`src/rtl/rtcalarm_bank_if.sv`:
```
// Bus-side signal bundle for the RTC alarm bank: time input, channel write/select, readback and alarms.
interface rtcalarm_bank_if #(
  parameter int NCH = 4,
  parameter int AW  = (NCH > 1) ? $clog2(NCH) : 1
);
  logic [21:0]    i_now;
  logic           i_wr;
  logic [AW-1:0]  i_addr;
  logic [21:0]    i_alarm_time;
  logic [2:0]     i_valid;
  logic           i_enable;
  logic           i_oneshot;
  logic           i_clear;
  logic           i_snooze;
  logic [31:0]    o_data;
  logic [NCH-1:0] o_alarm;
  logic           o_int;

  modport slave (
    input  i_now, i_wr, i_addr, i_alarm_time, i_valid,
           i_enable, i_oneshot, i_clear, i_snooze,
    output o_data, o_alarm, o_int
  );

  modport master (
    output i_now, i_wr, i_addr, i_alarm_time, i_valid,
           i_enable, i_oneshot, i_clear, i_snooze,
    input  o_data, o_alarm, o_int
  );
endinterface

```
`src/rtl/rtcalarm_bank.sv`:
```
// Bank of NCH daily BCD alarms with one-shot mode, per-channel snooze timer and a combined interrupt.
module rtcalarm_bank #(
  parameter int          NCH            = 4,
  parameter int          AW             = (NCH > 1) ? $clog2(NCH) : 1,
  parameter int          SNOOZE_SECONDS = 300,
  parameter logic [21:0] INITIAL_TIME   = 22'h0,
  parameter logic        START_ENABLED  = 1'b0
) (
  input  logic          i_clk,
  input  logic          i_reset_n,
  rtcalarm_bank_if.slave bus
);
  localparam int CW = $clog2(SNOOZE_SECONDS + 1);

  function automatic logic bcd_ok(input logic [7:0] v, input logic [7:0] max);
    return (v <= max) && (v[3:0] <= 4'd9);
  endfunction

  logic [21:0]          past_time;
  logic                 sec_tick;
  logic                 addr_ok;
  logic [2:0]           field_ok;
  logic [2:0]           pre_valid;
  logic [21:0]          pre_data;
  logic [AW-1:0]        pre_addr;
  logic [NCH-1:0]       tripped, snoozing, enabled, oneshot;
  logic [NCH-1:0][21:0] alarm;
  logic [31:0]          rd_data;

  assign sec_tick = (bus.i_now != past_time);
  assign addr_ok  = ({{(32-AW){1'b0}}, bus.i_addr} < 32'(NCH));
  assign field_ok = {bcd_ok({2'b00, bus.i_alarm_time[21:16]}, 8'h23),
                     bcd_ok(bus.i_alarm_time[15:8], 8'h59),
                     bcd_ok(bus.i_alarm_time[7:0], 8'h59)};

  always_comb begin
    rd_data = '0;
    for (int k = 0; k < NCH; k++)
      if (bus.i_addr == AW'(k))
        rd_data = {4'h0, oneshot[k], snoozing[k], tripped[k], enabled[k], 2'b00, alarm[k]};
  end

  // Stage 1 of the alarm-time write; only BCD-legal, selected fields survive.
  always_ff @(posedge i_clk or negedge i_reset_n) begin
    if (!i_reset_n) begin
      past_time  <= '0;
      pre_valid  <= '0;
      pre_data   <= '0;
      pre_addr   <= '0;
      bus.o_data <= '0;
      bus.o_int  <= 1'b0;
    end else begin
      past_time  <= bus.i_now;
      pre_valid  <= {3{bus.i_wr & addr_ok}} & bus.i_valid & field_ok;
      pre_data   <= bus.i_alarm_time;
      pre_addr   <= bus.i_addr;
      bus.o_data <= rd_data;
      bus.o_int  <= |tripped;
    end
  end

  for (genvar k = 0; k < NCH; k++) begin : g_ch
    logic          wr;
    logic          trip_r, snz_r, en_r, os_r;
    logic [CW-1:0] cnt;
    logic [21:0]   alm_r;

    assign wr = bus.i_wr && (bus.i_addr == AW'(k));

    always_ff @(posedge i_clk or negedge i_reset_n) begin
      if (!i_reset_n) begin
        trip_r <= 1'b0;
        snz_r  <= 1'b0;
        cnt    <= '0;
        os_r   <= 1'b0;
        en_r   <= START_ENABLED;
        alm_r  <= INITIAL_TIME;
      end else begin
        if (wr) begin
          en_r <= bus.i_enable;
          os_r <= bus.i_oneshot;
        end
        // A match wins over everything, including a same-cycle clear or enable write.
        if (en_r && sec_tick && (bus.i_now == alm_r)) begin
          trip_r <= 1'b1;
          if (os_r) en_r <= 1'b0;
        end else if (snz_r && sec_tick && (cnt == CW'(1))) begin
          trip_r <= 1'b1;
          snz_r  <= 1'b0;
          cnt    <= '0;
        end else if (wr && bus.i_clear) begin
          trip_r <= 1'b0;
          snz_r  <= 1'b0;
        end else if (wr && bus.i_snooze && trip_r) begin
          trip_r <= 1'b0;
          snz_r  <= 1'b1;
          cnt    <= CW'(SNOOZE_SECONDS);
        end else if (snz_r && sec_tick && (cnt != '0)) begin
          cnt <= cnt - CW'(1);
        end
        if (wr && !bus.i_enable) snz_r <= 1'b0;
        if (pre_addr == AW'(k)) begin
          if (pre_valid[2]) alm_r[21:16] <= pre_data[21:16];
          if (pre_valid[1]) alm_r[15:8]  <= pre_data[15:8];
          if (pre_valid[0]) alm_r[7:0]   <= pre_data[7:0];
        end
      end
    end

    assign tripped[k]  = trip_r;
    assign snoozing[k] = snz_r;
    assign enabled[k]  = en_r;
    assign oneshot[k]  = os_r;
    assign alarm[k]    = alm_r;
  end

  assign bus.o_alarm = tripped;
endmodule

```
`src/flat_wrapper.sv`:
```
// flat-port wrapper written by rule: the top's interface ports become plain ports
module rtcalarm_bank_flat 
#(
  parameter int          NCH            = 4,
  parameter int          AW             = (NCH > 1) ? $clog2(NCH) : 1,
  parameter int          SNOOZE_SECONDS = 300,
  parameter logic [21:0] INITIAL_TIME   = 22'h0,
  parameter logic        START_ENABLED  = 1'b0
)
  (i_clk, i_reset_n, bus_i_now, bus_i_wr, bus_i_addr, bus_i_alarm_time, bus_i_valid, bus_i_enable, bus_i_oneshot, bus_i_clear, bus_i_snooze, bus_o_data, bus_o_alarm, bus_o_int);
  rtcalarm_bank_if #(.NCH(NCH), .AW(AW)) bus_i ();
  input  logic i_clk;
  input  logic i_reset_n;
  input wire logic [$bits(bus_i.i_now)-1:0] bus_i_now;
  input wire logic [$bits(bus_i.i_wr)-1:0] bus_i_wr;
  input wire logic [$bits(bus_i.i_addr)-1:0] bus_i_addr;
  input wire logic [$bits(bus_i.i_alarm_time)-1:0] bus_i_alarm_time;
  input wire logic [$bits(bus_i.i_valid)-1:0] bus_i_valid;
  input wire logic [$bits(bus_i.i_enable)-1:0] bus_i_enable;
  input wire logic [$bits(bus_i.i_oneshot)-1:0] bus_i_oneshot;
  input wire logic [$bits(bus_i.i_clear)-1:0] bus_i_clear;
  input wire logic [$bits(bus_i.i_snooze)-1:0] bus_i_snooze;
  output wire logic [$bits(bus_i.o_data)-1:0] bus_o_data;
  output wire logic [$bits(bus_i.o_alarm)-1:0] bus_o_alarm;
  output wire logic [$bits(bus_i.o_int)-1:0] bus_o_int;
  assign bus_i.i_now = bus_i_now;
  assign bus_i.i_wr = bus_i_wr;
  assign bus_i.i_addr = bus_i_addr;
  assign bus_i.i_alarm_time = bus_i_alarm_time;
  assign bus_i.i_valid = bus_i_valid;
  assign bus_i.i_enable = bus_i_enable;
  assign bus_i.i_oneshot = bus_i_oneshot;
  assign bus_i.i_clear = bus_i_clear;
  assign bus_i.i_snooze = bus_i_snooze;
  assign bus_o_data = bus_i.o_data;
  assign bus_o_alarm = bus_i.o_alarm;
  assign bus_o_int = bus_i.o_int;
  rtcalarm_bank #(.NCH(NCH), .AW(AW), .SNOOZE_SECONDS(SNOOZE_SECONDS), .INITIAL_TIME(INITIAL_TIME), .START_ENABLED(START_ENABLED)) u_core (.i_clk(i_clk), .i_reset_n(i_reset_n), .bus(bus_i));
endmodule
```
`config.mk`:
```
export PLATFORM = sky130hd
export DESIGN_NAME = rtcalarm_bank_flat
export DESIGN_NICKNAME = d
export VERILOG_FILES = /design/src/rtl/rtcalarm_bank_if.sv /design/src/rtl/rtcalarm_bank.sv /design/src/flat_wrapper.sv
export SDC_FILE = /design/constraint.sdc
export NUM_CORES = 1
export LEC_CHECK = 0
export ABC_CLOCK_PERIOD_IN_PS = 3000
export BUFFER_PORTS_ARGS = -buffer_cell sky130_fd_sc_hd__buf_2
export CORE_UTILIZATION = 55
export DETAILED_ROUTE_END_ITERATION = 7
export PLACE_DENSITY = 0.81
export REMOVE_ABC_BUFFERS = 1
export SLEW_MARGIN = 20
export SYNTH_ARGS = -nofsm -noshare
export SYNTH_HDL_FRONTEND = slang
export SYNTH_SLANG_ARGS = --single-unit
export TNS_END_PERCENT = 20
```
`constraint.sdc`:
```
create_clock -name i_clk -period 3 [get_ports i_clk]
set_clock_uncertainty 0.1 [all_clocks]
set_input_delay 0.15 -clock i_clk [delete_from_list [all_inputs] [get_ports i_clk]]
set_output_delay 0.15 -clock i_clk [all_outputs]
set_load 0.01 [all_outputs]
```
Word level (Yosys, flattened, before mapping)
Index checks and enable logic that the tools add are counted.
{"block": "classes", "n_addsub": 4, "n_reduce_logical": 83, "bitwise": 6, "n_eq_ne": 23, "muxes": 68, "order_cmp": 6}
{"operator": "9-bit 2-to-1 mux", "n": 16}
{"operator": "28-bit 2-to-1 mux", "n": 4}
{"operator": "22-bit equality test", "n": 4}
{"operator": "1-bit 2-to-1 mux", "n": 48}
{"operator": "1-bit logical AND", "n": 43}
{"operator": "9-bit by 1-bit equality test with 1-bit output, second input constant", "n": 4}
{"operator": "9-bit nonzero test", "n": 4}
{"operator": "9-bit by 1-bit subtractor with 9-bit output, second input constant", "n": 4}
{"operator": "2-bit AND reduction", "n": 16}
{"operator": "4-bit nonzero test", "n": 8}
{"operator": "22-bit inequality test", "n": 1}
{"operator": "8-bit by 7-bit less-or-equal comparator with 1-bit output, second input constant", "n": 2}
{"operator": "4-bit less-or-equal comparator, second input constant", "n": 3}
{"operator": "3-bit AND reduction", "n": 4}
{"operator": "3-bit nonzero test", "n": 4}
{"operator": "2-bit equality test, second input constant", "n": 4}
{"operator": "2-bit by 1-bit inequality test with 1-bit output, second input constant", "n": 4}
{"operator": "2-bit inequality test, second input constant", "n": 4}
{"operator": "3-bit AND", "n": 2}
{"operator": "6-bit less-or-equal comparator, second input constant", "n": 1}
{"operator": "2-bit by 1-bit equality test with 1-bit output, second input constant", "n": 2}
{"operator": "2-bit logical NOT", "n": 2}
{"operator": "1-bit NOT", "n": 4}
{"operator": "4-bit OR reduction", "n": 1}
{"operator": "1-bit logical NOT", "n": 1}
{"block": "totals", "input_bits": 56, "elab_cells": 228, "output_inout_bits": 37, "reg_bits": 218}

Logic depth before layout (Yosys ltp)
Gate-level depths: netlist (run 1).
{"block": "logic_depth", "ltp_word": 9, "ltp_mapped": 10, "mapped_depth_nobuf": 9}

Least setup slack after synthesis (run 1)
No wires, ideal clock.
{"block": "synth_path", "path_kind": "flip-flop to flip-flop", "start": "register u_core.g_ch[1].cnt[0]", "end": "register u_core.g_ch[1].cnt[8]", "synth_period_minus_slack_ns": 2.181, "required_time_ns": 2.801, "setup_slack_ns": 0.819, "n_path_buf": 0, "t_arrival_ns": 1.982, "stages_incl_launch_ff": 10, "setup_time_ns": 0.099, "path_cell_list": "dfrtp_1 > inv_1 > ha_1 > nor3b_1 > nand2_1 > o31a_1 > o21ai_1 > a21oi_1 > and2_4 > a311oi_1"}
{"block": "synth_via", "elab_chain_cells": 5, "word_cells_on_any_way": 12, "cone_classes": "add/sub: 1; eq/ne: 2; mux: 4; reduce/logical: 5"}
{"element": "start, declared", "line_no": "rtcalarm_bank.sv:65", "text": "logic [CW-1:0] cnt;"}
{"element": "start signal, assigned", "line_no": "rtcalarm_bank.sv:97", "text": "cnt <= CW'(SNOOZE_SECONDS);"}
{"element": "start signal, assigned", "line_no": "rtcalarm_bank.sv:99", "text": "cnt <= cnt - CW'(1);"}
{"element": "9-bit by 1-bit subtractor with 9-bit output", "line_no": "rtcalarm_bank.sv:99"}
{"element": "9-bit 2-to-1 mux", "line_no": "rtcalarm_bank.sv:98", "text": "end else if (snz_r && sec_tick && (cnt != '0)) begin"}
{"element": "9-bit 2-to-1 mux", "line_no": "rtcalarm_bank.sv:94", "text": "end else if (wr && bus.i_snooze && trip_r) begin"}
{"element": "9-bit 2-to-1 mux", "line_no": "rtcalarm_bank.sv:91", "text": "end else if (wr && bus.i_clear) begin"}
{"element": "9-bit 2-to-1 mux", "line_no": "rtcalarm_bank.sv:87", "text": "end else if (snz_r && sec_tick && (cnt == CW'(1))) begin"}
Parallel ways exist; a longest one is shown, timed or not. The select of a mux whose other input is x is not followed.
A chain may end at the register's enable or synchronous reset.

Final worst setup path (run 1)
{"block": "layout_path", "start": "register u_core.past_time[20]", "end": "register u_core.g_ch[2].cnt[2]"}
{"block": "layout_via", "elab_chain_cells": 5, "word_cells_on_any_way": 11, "cone_classes": "eq/ne: 2; mux: 1; bitwise: 1; reduce/logical: 7"}
{"element": "start, declared", "line_no": "rtcalarm_bank.sv:19", "text": "logic [21:0] past_time;"}
{"element": "start signal, assigned", "line_no": "rtcalarm_bank.sv:53", "text": "past_time <= bus.i_now;"}
{"element": "22-bit inequality test (*)", "line_no": "rtcalarm_bank.sv:30", "text": "assign sec_tick = (bus.i_now != past_time);"}
{"element": "1-bit logical AND (on tied branches)", "line_no": "rtcalarm_bank.sv:87, rtcalarm_bank.sv:98, rtcalarm_bank.sv:84"}
{"element": "1-bit logical AND (on tied branches)", "line_no": "rtcalarm_bank.sv:87, rtcalarm_bank.sv:84, rtcalarm_bank.sv:98"}
{"element": "2-bit by 1-bit inequality test with 1-bit output (no line) (tied with other cells)"}
{"element": "3-bit AND reduction (no line)"}
{"element": "end signal, assigned", "line_no": "rtcalarm_bank.sv:97"}
{"element": "end signal, assigned", "line_no": "rtcalarm_bank.sv:99"}
{"element": "end, declared", "line_no": "rtcalarm_bank.sv:65"}
Every way passes the cells marked *; elsewhere a longest branch is shown, timed or not.

==> results of run 1 <==
critical path: cells and delay by family (launching register included):
kind	cells	cell delay, ns
AO/OA/AOI/OAI	4	1.10
AND/OR/NAND/NOR	2	0.95
flip-flops	1	0.40
XOR/XNOR	1	0.19
per-stage QoR:
stage	util	area (sq um)	worst slack [ns]	total power, uW
after global routing	0.667	12600	0.0350	8710
after global placement	0.594	11200	0.396	5180
final	0.667	12600	0.146	8400
after floorplan	-	10300	0.679	4610
after CTS	0.667	12600	0.202	8390
after detailed placement	0.594	11200	0.281	5230
timing repair:
| action | in CTS | in global routing |
|---|---|---|
| setup endpoints to repair | 0 | 0 |
| resized for setup | 0 | 0 |
| hold endpoints to repair | 130 | 0 |
| hold buffers | 51 | 0 |
logic make-up (layout without fill, tap and decap cells):
family,after synthesis,in the layout,share of synthesized area
DFF,216,216,0.508
buffers and inverters,62,203,0.0355
other,1,6,0.000352
AOI/OAI and AO/OA,109,109,0.0798
muxes,122,122,0.156
adders and majority gates,8,8,0.00940
and+or+nand+nor,221,221,0.113
xor gates and xnor gates,110,110,0.0982
registers in the layout, indices dropped and copies added, names as in the netlist, 22 cells and up:
register and cells:
u_core.past_time 22, u_core.bus.o_data 26, u_core.g_ch.alm_r 88, u_core.g_ch.cnt 36, u_core.pre_data 22
metal layers:
layer / vias up / global-route usage
li1: 3313 / -
met1: 3807 / 0.369
met2: 280 / 0.486
met3: 71 / 0.0418
met4: 0 / 0.118
met5: - / 0
cell usage in the layout, fill, tap and decap left out, types with 8 or more instances in the layout:
master,count
a21oi_1,26
a311oi_1,8
and3_1,8
buf_2,85
buf_4,8
clkbuf_16,24
clkbuf_8,9
dfrtp_1,216
dlygate4sd3_1,51
ha_1,8
inv_1,13
mux2_2,90
mux4_2,26
nand2_1,45
nand3_1,17
nand4_1,16
nor2_1,45
nor3_1,20
nor4_1,19
o21ai_0,16
xnor2_1,29
xor2_1,70
xor2_2,11
worst paths after layout:
path | startpoint | to | slack [ns] | cells past startpoint
min in group asynchronous | i_reset_n | u_core.bus.o_data[15] | 0.07 | 2
hold reg to reg | u_core.g_ch[2].os_r | u_core.g_ch[2].en_r | 0.39 | 1
setup reg to reg | u_core.past_time[20] | u_core.g_ch[2].cnt[2] | 0.15 | 7
setup / recovery | u_core.past_time[20] | u_core.g_ch[2].cnt[2] | 0.15 | 7
max in group asynchronous | i_reset_n | u_core.bus.o_int | 1.84 | 3
hold / removal | bus_i_addr[1] | u_core.bus.o_data[25] | 0.02 | 2
layout make-up:
| type | instances | area [sq um] |
|---|---|---|
| multi-input combinational | 576 | 4880 |
| timing repair buffer | 146 | 1030 |
| fill | 1314 | 6280 |
| tap | 260 | 325 |
| sequential | 216 | 5410 |
| clock inverter | 8 | 121 |
| inverter | 13 | 48.8 |
| clock buffer | 36 | 736 |
power breakdown:
part	switching, uW	total [uW]	internal, uW
combinational	752	1500	750
clock	1230	3110	1880
sequential	414	3790	3380
total	2390	8400	6000
==> metrics.md, run 1 <==
| Metric | Value |
|---|---|
| DR WL/cell | `roughly 22 microns` |
| First-pass GRT wire length | `43400 microns` |
| Vias per Instance | `5.95` |
| Final HPWL DP | `between 15000 and 20000 microns` |
| Crit path max fanout | `13` |
| Root Driver | `clkbuf_16` |
| Gate Count Post-Synth | `849` |
| Synth Warn # | `0` |
| Unique masters post-synth | `around 80` |
| Total Routing Usage GR | `0.286` |
| Initial DRT Pass Iterations | `5` |
| Cell Chain, Critical Path | `xor2_2, nor4_2, and4_1, a2111oi_4, a211oi_4, a21oi_1, a311oi_1` |
| Period minus WS final | `2.85 ns` |
| Share of post-route cells with drive strength above 1 | `0.288` |
| DR WL met3 | `1440 microns` |
| Initial Util | `0.566` |
| Max VDD drop | `0.607 mV` |
| Post-Route WL | `about 27000 microns` |
| Gr ovfl total | `0` |
| Number of I/O pins | `between 90 and 100` |
| Vias | `7471` |
| Arr. time, crit path | `3.17 ns` |
| Data required time of the worst path | `3.32 ns` |
| Crit Path Category | `reg -> reg` |
| Fin nets | `1041` |
| Chip Width | `141 microns` |
| Fin. max-slew vios | `0` |
| Fmax | `350 MHz` |
| Std-Cell Rows | `50` |
| Synth cell count leaders | `dfrtp_1, mux2_2, xor2_1` |
| Clock transition at the registers of the reported paths | `0.06 ns` |
| Post-synthesis sequential area ratio | `0.508` |
| Synthesized area per cell | `12.5 sq um` |
| Post-Layout Cell Count | `1255` |
| Core footprint | `18800 sq um` |
| P_leak | `0.00564 uW` |
| Initial drt markers | `630` |
| Skew-Pair Late Insertion Delay | `0.54 ns` |
| Antenna viol nets, final | `0` |
| Hold Slack | `0.0226 ns` |
| Critical Path Source Type | `flip-flop` |
| Area grow syn2layout | `17.9%` |
| Cell area after synthesis | `approximately 11000 sq um` |
| Placed cells | `~1200` |
| Hold Path Class | `in -> reg` |
| RePlAce Congestion | `0.909` |
| Number of synthesized flops with an enable pin | `0` |
| CTS tree | `built` |
| Port-buffer cells | `86` |
| Bufs on Longest Clock Path | `3` |
| Antenna Diode Count | `0` |
| Final Setup Violations | `0` |
| Clk sink count | `216` |
| Register bit total from synthesis | `216` |
| Top cell type's share of synthesized area | `0.508` |
| Slew margin rel. | `0.603` |
| Slowest cell on crit path | `and4_1` |
| Count leader, synth | `dfrtp_1` |
| Highest routed layer | `met4` |
| Ys flop type | `dfrtp_1` |
| Synth area leaders | `dfrtp_1, mux2_2, xor2_1` |
| Yosys top cell by area | `dfrtp_1` |
| Die area | `between 15000 and 20000 sq um` |
| Critical path capture point type | `flip-flop` |
| Worst Tran Pin Value | `0.591 ns` |
| Ys async rst share | `1.00` |
| Setup_tns | `0 ns` |
| Final Cycle Share | `0.951` |
| Delay of the slowest critical-path stage | `~0.55 ns` |
| Initial antenna violation count | `0` |
| Met1 WL | `11100 microns` |
| Number of global-route vias before repair | `7792` |
| Pin count of the biggest net entering global routing | `88` |
| H-tree Lvls | `1` |
| CTS buffer count | `24` |
| Max-cap violations | `0` |
| Post-CTS setup buffer count | `0` |
| Metal2 WL | `13600 microns` |
| Final hold vios | `0` |
| Status | `complete, no violations` |
| Vert. Die Dim | `141 microns` |
| RSZ-0062 raised after global routing | `no` |
| PwrDens | `around 670 nW/um^2` |
| Drt drc | `0` |
(Power assumes the default switching activity.)
==> run 2: changes to the inputs <==
--- a/config.mk
+++ b/config.mk
@@ -9,7 +9,7 @@
 export BUFFER_PORTS_ARGS = -buffer_cell sky130_fd_sc_hd__buf_2
 export CORE_UTILIZATION = 55
 export DETAILED_ROUTE_END_ITERATION = 7
-export PLACE_DENSITY = 0.81
+export PLACE_DENSITY = 0.77
 export REMOVE_ABC_BUFFERS = 1
 export SLEW_MARGIN = 20
 export SYNTH_ARGS = -nofsm -noshare
==> run 2 against run 1 <==
Cell count grew 0.40%. Sequential power barely moved. Hold slack gained 0.042 ns. Worst setup slack better by 0.027 ns. Combinational power about the same. Critical path type unchanged. Critical endpoint is now u_core.g_ch[1].cnt[3]. Largest cell class unchanged.
==> metrics.md, run 2 (synthesis results as in run 1) <==
| Metric | Value |
|---|---|
| Pin count of the biggest net entering global routing | `76 (-14%)` |
| Fin nets | `1046 (+0.48%)` |
| Fmax | `354 MHz (+0.95%)` |
| Total Routing Usage GR | `0.282 (-0.00382)` |
| Initial antenna violation count | `0 (unchanged)` |
| Top Family by Delay on Critical Path | `compound AO/OA/AOI/OAI gates` |
| Final HPWL DP | `18500 microns (+1.5%)` |
| Vias | `7424 (-0.63%)` |
| Critical Path Source Type | `flip-flop` |
| Most flop-heavy register | `u_core.g_ch.alm_r` |
| Max-cap violations | `0 (unchanged)` |
| Worst r2r src | `u_core.past_time[20]` |
| Initial drt markers | `584 (-7.3%)` |
| Arr. time, crit path | `3.15 ns (-0.02 ns)` |
| RePlAce Congestion | `0.876 (-3.6%)` |
| Number of global-route vias before repair | `7651 (-1.8%)` |
| Worst Tran Pin Value | `0.679 ns (+0.0886 ns)` |
| Antenna Diode Count | `0 (unchanged)` |
| Post-Route WL | `26900 microns (-1.1%)` |
| Number of I/O pins | `93 (unchanged)` |
| Status | `complete, no violations` |
| Area grow syn2layout | `17.9% (unchanged)` |
| Initial Util | `0.566 (unchanged)` |
| Vias per Instance | `5.89 (-1.0%)` |
| RSZ-0062 raised after global routing | `no` |
| R2r setup slk | `0.17 ns (+0.03 ns)` |
| PwrDens | `660 nW/um^2 (-1.4%)` |
| Crit path from | `u_core.past_time[20]` |
| CTS Hold Bufs | `52 (+2.0%)` |
| Top flop regs | `u_core.g_ch.alm_r: 88 flops, u_core.g_ch.cnt: 36 flops, u_core.bus.o_data: 26 flops` |
| Hold Path Class | `in -> async` |
| Most frequent cells in the layout | `dfrtp_1, mux2_2, buf_2, xor2_1, dlygate4sd3_1` |
| FF-to-FF path depth | `7 (unchanged)` |
| CTS buffer count | `24 (unchanged)` |
| Antenna viol nets, final | `0 (unchanged)` |
| Clock transition at the registers of the reported paths | `0.06 ns (about the same)` |
| Post-CTS setup buffer count | `0 (unchanged)` |
| Data required time of the worst path | `3.32 ns (about the same)` |
| Delay of the slowest critical-path stage | `0.55 ns (about the same)` |
| Critical path capture point type | `flip-flop` |
| Std-Cell Rows | `50 (unchanged)` |
| Most common cell after layout, fill and taps aside | `dfrtp_1` |
| Post-Layout Cell Count | `1260 (+0.40%)` |
| Final Setup Violations | `0 (unchanged)` |
| Drt drc | `0 (unchanged)` |
| Slowest cell on crit path | `and4_1` |
| Placed cells | `1164 (+0.34%)` |
| Bufs on Longest Clock Path | `3 (unchanged)` |
| Clk sink count | `216 (unchanged)` |
| Final Cycle Share | `0.942 (-0.00896)` |
| Cell Chain, Critical Path | `xor2_2, nor4_2, and4_1, a2111oi_4, a211oi_2, a21oi_1, a311oi_1` |
| Initial DRT Pass Iterations | `5 (unchanged)` |
| Period minus WS final | `2.83 ns (-0.0269 ns)` |
| Port-buffer cells | `86 (unchanged)` |
| P_leak | `0.00565 uW (+0.22%)` |
| Fin. max-slew vios | `0 (unchanged)` |
| Die area | `19900 sq um (unchanged)` |
| Final hold vios | `0 (unchanged)` |
| Gr ovfl total | `0 (unchanged)` |
| CTS tree | `built` |
| First-pass GRT wire length | `42800 microns (-1.4%)` |
| Largest register FFs | `88 (unchanged)` |
| Chip Width | `141 microns (unchanged)` |
| Setup_tns | `0 ns (unchanged)` |
| Root Driver | `clkbuf_16` |
| Slew margin rel. | `0.543 (-0.0596)` |
| Max VDD drop | `0.560 mV (-7.8%)` |
| DR WL/cell | `21.3 microns (-1.5%)` |
| Core footprint | `18800 sq um (unchanged)` |
| CP bufs+invs | `0 (unchanged)` |
| Capture point of the worst reg-to-reg path | `u_core.g_ch[1].cnt[3]` |
| Crit path max fanout | `7 (-6)` |
| H-tree Lvls | `1 (unchanged)` |
| Vert. Die Dim | `141 microns (unchanged)` |
| Share of post-route cells with drive strength above 1 | `0.290 (+0.00156)` |
| Post-cts sizing count | `0 (unchanged)` |
| Skew-Pair Late Insertion Delay | `0.52 ns (-0.02 ns)` |
| Crit Path Category | `reg -> reg` |
[run 2: cell types whose count changed in the layout (fill, tap and decap cells not counted), sizes merged]
cell	change
buf	+4
clkbuf	-4
dlygate4sd3	+1
clkinv	+4
clkinvlp	-1
bufinv	+1
[run 2: power breakdown]
part           switching (uW)  internal, uW  total [uW]  leakage [uW]
clock                    1180          1830        3010      0.000410
sequential                402          3380        3780       0.00271
combinational             738           752        1490       0.00253
[run 2: metrics by stage]
stage | cell area, sq um | hold WS (ns) | power, uW | utilization | worst slack, ns
after global placement | 11200 | 0.0399 | 5190 | 0.596 | 0.327
after floorplan | 10300 | -0.246 | 4610 | - | 0.679
final | 12600 | 0.0649 | 8280 | 0.667 | 0.173
after detailed placement | 11200 | 0.0415 | 5230 | 0.596 | 0.219
after CTS | 12600 | 0.0661 | 8320 | 0.667 | 0.228
after global routing | 12600 | 0.102 | 8610 | 0.667 | 0.0250
[run 2: layout make-up]
type                    instances  area (sq um)
fillers                      1363          6280
flip-flops and latches        216          5410
multi-input cells             576          4880
repair buffers                151          1070
clock buffers                  32           671
well taps                     260           325
clock inverters                12           146
inverters                      13          48.8
[run 2: per-layer routing]
metal  share of wire  GRT usage
met3           0.053     0.0506
met2            0.50      0.477
met5               0          0
met4           0.028     0.0858
met1            0.42      0.372
[run 2: worst max path at each step]
stage | slack, ns | depth (start not counted) | end
3_5_place_dp | 0.22 | 7 | u_core.g_ch[2].cnt[2]
3_3_place_gp | 0.33 | 7 | u_core.g_ch[2].cnt[2]
4_1_cts | 0.23 | 7 | u_core.g_ch[1].cnt[3]
6_report | 0.17 | 7 | u_core.g_ch[1].cnt[3]
2_1_floorplan | 0.68 | 7 | u_core.g_ch[2].cnt[5]
5_1_grt | 0.02 | 7 | u_core.g_ch[2].cnt[2]
